`config.mk`:
```
export PLATFORM = sky130hd
export DESIGN_NAME = i2c_apb_regs_v2
export DESIGN_NICKNAME = d
export VERILOG_FILES = /design/src/rtl/i2c_apb_regs_v2.sv
export SDC_FILE = /design/constraint.sdc
export NUM_CORES = 1
export LEC_CHECK = 0
export BUFFER_PORTS_ARGS = -buffer_cell sky130_fd_sc_hd__clkbuf_2
export CORE_MARGIN = 3
export CORE_UTILIZATION = 28
export CTS_CLUSTER_DIAMETER = 30
export CTS_CLUSTER_SIZE = 20
export DETAILED_ROUTE_END_ITERATION = 7
export GPL_ROUTABILITY_DRIVEN = 0
export SLEW_MARGIN = 20
export SYNTH_ARGS = -nofsm -noshare
export SYNTH_HDL_FRONTEND = slang
export SYNTH_SLANG_ARGS = --single-unit
```
`constraint.sdc`:
```
create_clock -name PCLK -period 3.2 [get_ports PCLK]
set_input_delay 0 -clock PCLK [delete_from_list [all_inputs] [get_ports PCLK]]
set_output_delay 0 -clock PCLK [all_outputs]
set_load 0.01 [all_outputs]
```
`src/rtl/i2c_apb_regs_v2.sv`:
```
// rtl/i2c_apb_regs_v2.sv - APB3 register file for the I2C master and its FIFOs
// Optional interrupt output enabled by defining I2C_APB_REGS_IRQ_EN.
module i2c_apb_regs_v2 #(
    parameter int ADDR_W = 5,
    parameter int CNT_W  = 8,
    parameter int DIV_W  = 16
) (
    input  logic              PCLK,
    input  logic              PRESETn,
    input  logic              PSEL,
    input  logic              PENABLE,
    input  logic              PWRITE,
    input  logic [ADDR_W-1:0] PADDR,
    input  logic [31:0]       PWDATA,
    output logic [31:0]       PRDATA,
    output logic              PREADY,
    output logic              PSLVERR,
    output logic [7:0]        tx_data,
    output logic              tx_push,
    input  logic              tx_full,
    input  logic [7:0]        rx_data,
    output logic              rx_pop,
    input  logic              rx_empty,
    output logic [7:0]        slv_addr,
    output logic [CNT_W-1:0]  byte_cnt,
    output logic [DIV_W-1:0]  prescale,
    output logic              i2c_start,
    input  logic              i2c_done,
    input  logic              i2c_nack,
    output logic              irq
);
    typedef enum logic [1:0] {ST_IDLE, ST_START, ST_BUSY} state_t;

    state_t      state;
    logic        st_done, st_nack, st_ovf, st_udf;
    logic        irq_en;
    logic        access, busy, err, wr_ok, rd_ok;
    logic [31:0] idx, rdata;
    logic        unused_bits;

    assign access      = PSEL & PENABLE;
    assign busy        = (state != ST_IDLE);
    assign idx         = 32'(PADDR[ADDR_W-1:2]);
    assign PREADY      = 1'b1;
    assign unused_bits = ^{PADDR[1:0], PWDATA};

    always_comb begin
        err   = 1'b0;
        rdata = 32'd0;
        if (access) begin
            case (idx)
                32'd0: if (PWRITE && busy) err = 1'b1;
                       else rdata = {24'd0, slv_addr};
                32'd1: if (!PWRITE || tx_full) err = 1'b1;
                32'd2: if (PWRITE && busy) err = 1'b1;
                       else rdata = 32'(byte_cnt);
                32'd3: rdata = {25'd0, st_udf, st_ovf, busy, rx_empty, tx_full, st_nack, st_done};
                32'd4: if (PWRITE && PWDATA[0] && busy) err = 1'b1;
                       else rdata = {30'd0, irq_en, 1'b0};
                32'd5: if (PWRITE || rx_empty) err = 1'b1;
                       else rdata = {24'd0, rx_data};
                32'd6: if (PWRITE && busy) err = 1'b1;
                       else rdata = 32'(prescale);
                default: err = 1'b1;
            endcase
        end
        PSLVERR = err;
        PRDATA  = (err || PWRITE) ? 32'd0 : rdata;
    end

    assign wr_ok = access & PWRITE & ~err;
    assign rd_ok = access & ~PWRITE & ~err;

    always_ff @(posedge PCLK or negedge PRESETn) begin
        if (!PRESETn) begin
            state     <= ST_IDLE;
            slv_addr  <= '0;
            byte_cnt  <= '0;
            prescale  <= '0;
            tx_data   <= '0;
            tx_push   <= 1'b0;
            rx_pop    <= 1'b0;
            i2c_start <= 1'b0;
            st_done   <= 1'b0;
            st_nack   <= 1'b0;
            st_ovf    <= 1'b0;
            st_udf    <= 1'b0;
        end else begin
            tx_push   <= 1'b0;
            rx_pop    <= 1'b0;
            i2c_start <= 1'b0;
            if (wr_ok) begin
                case (idx)
                    32'd0: slv_addr <= PWDATA[7:0];
                    32'd1: begin
                        tx_data <= PWDATA[7:0];
                        tx_push <= 1'b1;
                    end
                    32'd2: byte_cnt <= PWDATA[CNT_W-1:0];
                    32'd6: prescale <= PWDATA[DIV_W-1:0];
                    default: ;
                endcase
            end
            if (rd_ok && idx == 32'd5)
                rx_pop <= 1'b1;

            // Hardware set terms are OR'ed after the clear so they win a same-cycle W1C.
            st_done <= (st_done & ~(wr_ok && idx == 32'd3 && PWDATA[0]))
                     | (state == ST_BUSY && i2c_done);
            st_nack <= (st_nack & ~(wr_ok && idx == 32'd3 && PWDATA[1])) | i2c_nack;
            st_ovf  <= (st_ovf & ~(wr_ok && idx == 32'd3 && PWDATA[5]))
                     | (access && PWRITE && idx == 32'd1 && tx_full);
            st_udf  <= (st_udf & ~(wr_ok && idx == 32'd3 && PWDATA[6]))
                     | (access && !PWRITE && idx == 32'd5 && rx_empty);

            case (state)
                ST_IDLE: if (wr_ok && idx == 32'd4 && PWDATA[0]) begin
                    state     <= ST_START;
                    i2c_start <= 1'b1;
                end
                ST_START: state <= ST_BUSY;
                ST_BUSY:  if (i2c_done) state <= ST_IDLE;
                default:  state <= ST_IDLE;
            endcase
        end
    end

`ifdef I2C_APB_REGS_IRQ_EN
    always_ff @(posedge PCLK or negedge PRESETn) begin
        if (!PRESETn) begin
            irq_en <= 1'b0;
            irq    <= 1'b0;
        end else begin
            if (wr_ok && idx == 32'd4)
                irq_en <= PWDATA[1];
            irq <= irq_en & (st_done | st_nack | st_ovf | st_udf);
        end
    end
`else
    assign irq_en = 1'b0;
    assign irq    = 1'b0;
`endif

endmodule

```
==> flow_metrics.env <==
export IMPL_syn_cell_area_um2=2510
export IMPL_start_kind="flop"
export IMPL_slew_headroom_pct=56.4
export IMPL_ctsLongestPathBuffers=2
export IMPL_portBuffers=95
export IMPL_rsz0062_at_grt="no"
export IMPL_multi_input_area_um2=1140
export IMPL_timing_hold_ws_ns=0.0319
export IMPL_place_area_um2=3030
export IMPL_path_class="flop to output pin"
export IMPL_die_area_um2=10100
export IMPL_coreArea_um2=8460
export IMPL_ys_warn_count=0
export IMPL_slew_violations=0
export IMPL_busiest_layer="met2"
export IMPL_die_w_um=101
export IMPL_syn_instance_count=216
export IMPL_grt_max_degree=27
export IMPL_synth_compound_area_share_pct=8.92
export IMPL_endpoint_kind="output pin"
export IMPL_fin_crit_sh_pct=71.9
export IMPL_antenna_left=0
export IMPL_nets=384
export IMPL_cp_required_ns=3.20
export IMPL_power_density_nw_per_um2=471
export IMPL_synth_adder_area_share_pct=0
export IMPL_hp_class="input pin to flop"
export IMPL_status="complete, no violations"
export IMPL_worstPathMaxFanout=5
export IMPL_grt_pass1_vias=1992
export IMPL_grtUsageMet2_pct=22.9
export IMPL_synth_seq_area_share_pct=48.9
export IMPL_drtIter0Drc=105
export IMPL_hold_viol_final=0
export IMPL_clk_latency_ns=0.31
export IMPL_grt_use_total_pct=13.6
export IMPL_synth_xor_area_share_pct=0.349
export IMPL_ioPinCount=132
export IMPL_yosysUniqueCellTypes=39
export IMPL_path_clk_slew_ns=0.11
export IMPL_cts_tree="yes"
export IMPL_numCtsBuffers=5
export IMPL_cts_resized=0
export IMPL_r2r_cells=4
export IMPL_crit_slowest_cell="a21oi_1"
export IMPL_critPathMaxStageDelay_ns=0.45
export IMPL_max_freq_mhz=435
export IMPL_crit_arrival_ns=2.30
export IMPL_path_cells="or2_0 > a21oi_1 > buf_4 > a22oi_1 > nor3_1 > clkbuf_2"
export IMPL_vias_per_cell=4.81
export IMPL_wl_per_cell_um=16.1
export IMPL_regArea_um2=1230
export IMPL_area_delta_synth_final_pct=32.5
export IMPL_pwr_share_clk_pct=25.3
export IMPL_p_int_uw=1070
export IMPL_first_pass_iters=4
export IMPL_synth_seq_cells=49
export IMPL_clock_skew_ns=0.0123
export IMPL_start_util_pct=29.7
export IMPL_min_path_cells=2
export IMPL_yosys_area_share_simple_pct=12.1
export IMPL_rows=33
export IMPL_stdcell_area_um2=3320
export IMPL_reg2reg_setup_slack_ns=1.00
export IMPL_drive_gt1_share_pct=45.9
export IMPL_grt_pass1_wl_mm=10.6
export IMPL_setup_viol_count_final=0
export IMPL_syn_area_per_cell_um2=11.6
export IMPL_p_leak_uw=0.00166
export IMPL_worstHoldStart="PWDATA[0]"
export IMPL_vias=2098
export IMPL_synth_top_family_by_area="multiplexers"
export IMPL_switching_share_pct=31.3
export IMPL_drc=0
export IMPL_postCtsHoldBufs=20
export IMPL_wl_mm=7.03
export IMPL_ctsHtreeMaxLevel=2
export IMPL_seqPwrFrac_pct=50.3
export IMPL_globalRouteMet1Util_pct=17.4
export IMPL_antenna_found_initial=0
export IMPL_nFillCells=845
export IMPL_whs_endpoint="slv_addr[0]"
export IMPL_p_sw_uw=490
export IMPL_gr_usage_met3_pct=3.53
export IMPL_antenna_cells=0
export IMPL_peakVddDrop_uv=259
export IMPL_cts_root_buf="clkbuf_8"
export IMPL_die_y_um=101
export IMPL_r2r_start="state[0]"
export IMPL_r2r_end="prescale[13]"
export IMPL_synth_mux_area_share_pct=21.5
export IMPL_postCtsSetupRepairBufs=0
export IMPL_tns_ns=0
export IMPL_dpl_hpwl_mm=5.04
export IMPL_grt_overflow_total=0
export IMPL_post_route_min_period_ns=2.30
export IMPL_cts_sinks=49
export IMPL_postLayoutCoreUtil_pct=39.3
export IMPL_worstMarginPinSlew_ns=0.653
export IMPL_drv_cap=0
export IMPL_p_comb_share_pct=24.5
[flip-flops by register name (all words and copies together), names as in the netlist, 2 cells and up]
| name | cells |
|---|---|
| tx_data | 8 |
| slv_addr | 8 |
| state | 2 |
| byte_cnt | 8 |
| prescale | 16 |
[cells by family (layout without fill, tap and decap cells)]
group           Yosys count  in the layout
buf+inv                  31            130
other cells               2             18
compound gates           27             27
mux                      49             49
simple gates             57             57
xor+xnor                  1              1
flops                    49             49
[synthesized netlist by cell type]
cell type   n  area [um^2]
a22oi_1     1         7.51
nand2_2     1         6.26
a211o_1     1         8.76
o2bb2ai_1   1         8.76
and3b_1     1         8.76
nand2_1     9         33.8
nand3b_1    1         7.51
a2bb2oi_1   1         8.76
nand3_1    11         55.1
nor3_1      4         20.0
buf_6       1         11.3
clkbuf_1    5         18.8
nor2b_1     3         18.8
inv_1       1         3.75
a22o_1      2         17.5
buf_4      18          135
a2111oi_4   1         27.5
a311o_1     1         10.0
dfrtp_1    49         1230
mux2_2     40          450
a21o_1      1         7.51
mux2i_1     9         90.1
nor4b_1     1         8.76
o21ai_0     8         40.0
a21oi_1     2         10.0
or2_0       1         6.26
o21bai_1    1         7.51
xnor2_1     1         8.76
and3_1      2         12.5
a222oi_1    7         70.1
and4_1      1         8.76
nand4_1     1         6.26
and2_1      8         50.1
nor2_1     10         37.5
nand3b_2    1         11.3
nor4_1      1         6.26
conb_1      2         7.51
buf_2       6         30.0
nand2b_1    1         6.26
[area by class of cell]
| type | instances | share of cell area [%] |
|---|---|---|
| Clock inverter | 3 | 0.866 |
| Clock buffer | 5 | 2.07 |
| Sequential cell | 49 | 36.9 |
| Tap cell | 105 | 3.95 |
| Multi-Input combinational cell | 152 | 34.4 |
| Inverter | 1 | 0.113 |
| Timing Repair Buffer | 121 | 21.7 |
[through the flow]
stage | worst slack, ns | power, uW | instances
floorplan | 1.29 | 1010 | 232
global placement | 0.986 | 1160 | 408
detailed placement | 0.975 | 1170 | 408
CTS | 0.920 | 1600 | 436
global route | 0.798 | 1660 | 436
finish | 0.900 | 1560 | 436
[per-layer routing]
layer / vias to the layer above / part of all wire (%)
met4: 0 / 0.65
met1: 1018 / 44
met3: 6 / 7.3
met5: - / 0
met2: 98 / 48
li1: 976 / -
[cells in the final DEF (no fill, tap or decap), types with 2 or more instances in the layout]
cell,synthesis,layout
a21oi_1,2,2
a222oi_1,7,7
a22o_1,2,2
and2_1,8,8
and3_1,2,2
buf_4,18,6
clkbuf_2,0,95
clkbuf_8,0,5
conb_1,2,18
dfrtp_1,49,49
dlygate4sd3_1,0,20
mux2_2,40,40
mux2i_1,9,9
nand2_1,9,9
nand3_1,11,11
nor2_1,10,10
nor2b_1,3,3
nor3_1,4,4
o21ai_0,8,8
[worst max-delay path by stage]
stage / start / end / slack, ns
3_3_place_gp: state[0] / prescale[9] / 0.99
4_1_cts: state[0] / PRDATA[7] / 0.92
3_5_place_dp: state[0] / prescale[9] / 0.98
6_report: state[0] / PRDATA[7] / 0.90
5_1_grt: state[0] / PRDATA[4] / 0.80
2_1_floorplan: state[0] / prescale[10] / 1.29
[worst max-delay path: cells and delay by family, from the launching register on]
kind | cells | cell delay [ns]
buffers and inverters | 2 | 0.43
AND/OR/NAND/NOR | 2 | 0.62
flip-flops | 1 | 0.41
AO/OA/AOI/OAI | 2 | 0.54
[power groups by stage]
stage | sequential, uW | clock [uW] | combinational [uW]
after global routing | 800 | 441 | 421
after global placement | 795 | 0 | 363
after CTS | 787 | 419 | 388
after floorplan | 833 | 0 | 175
after detailed placement | 800 | 0 | 369
final | 787 | 395 | 383
No activity file was read; power rests on OpenSTA's default activity.
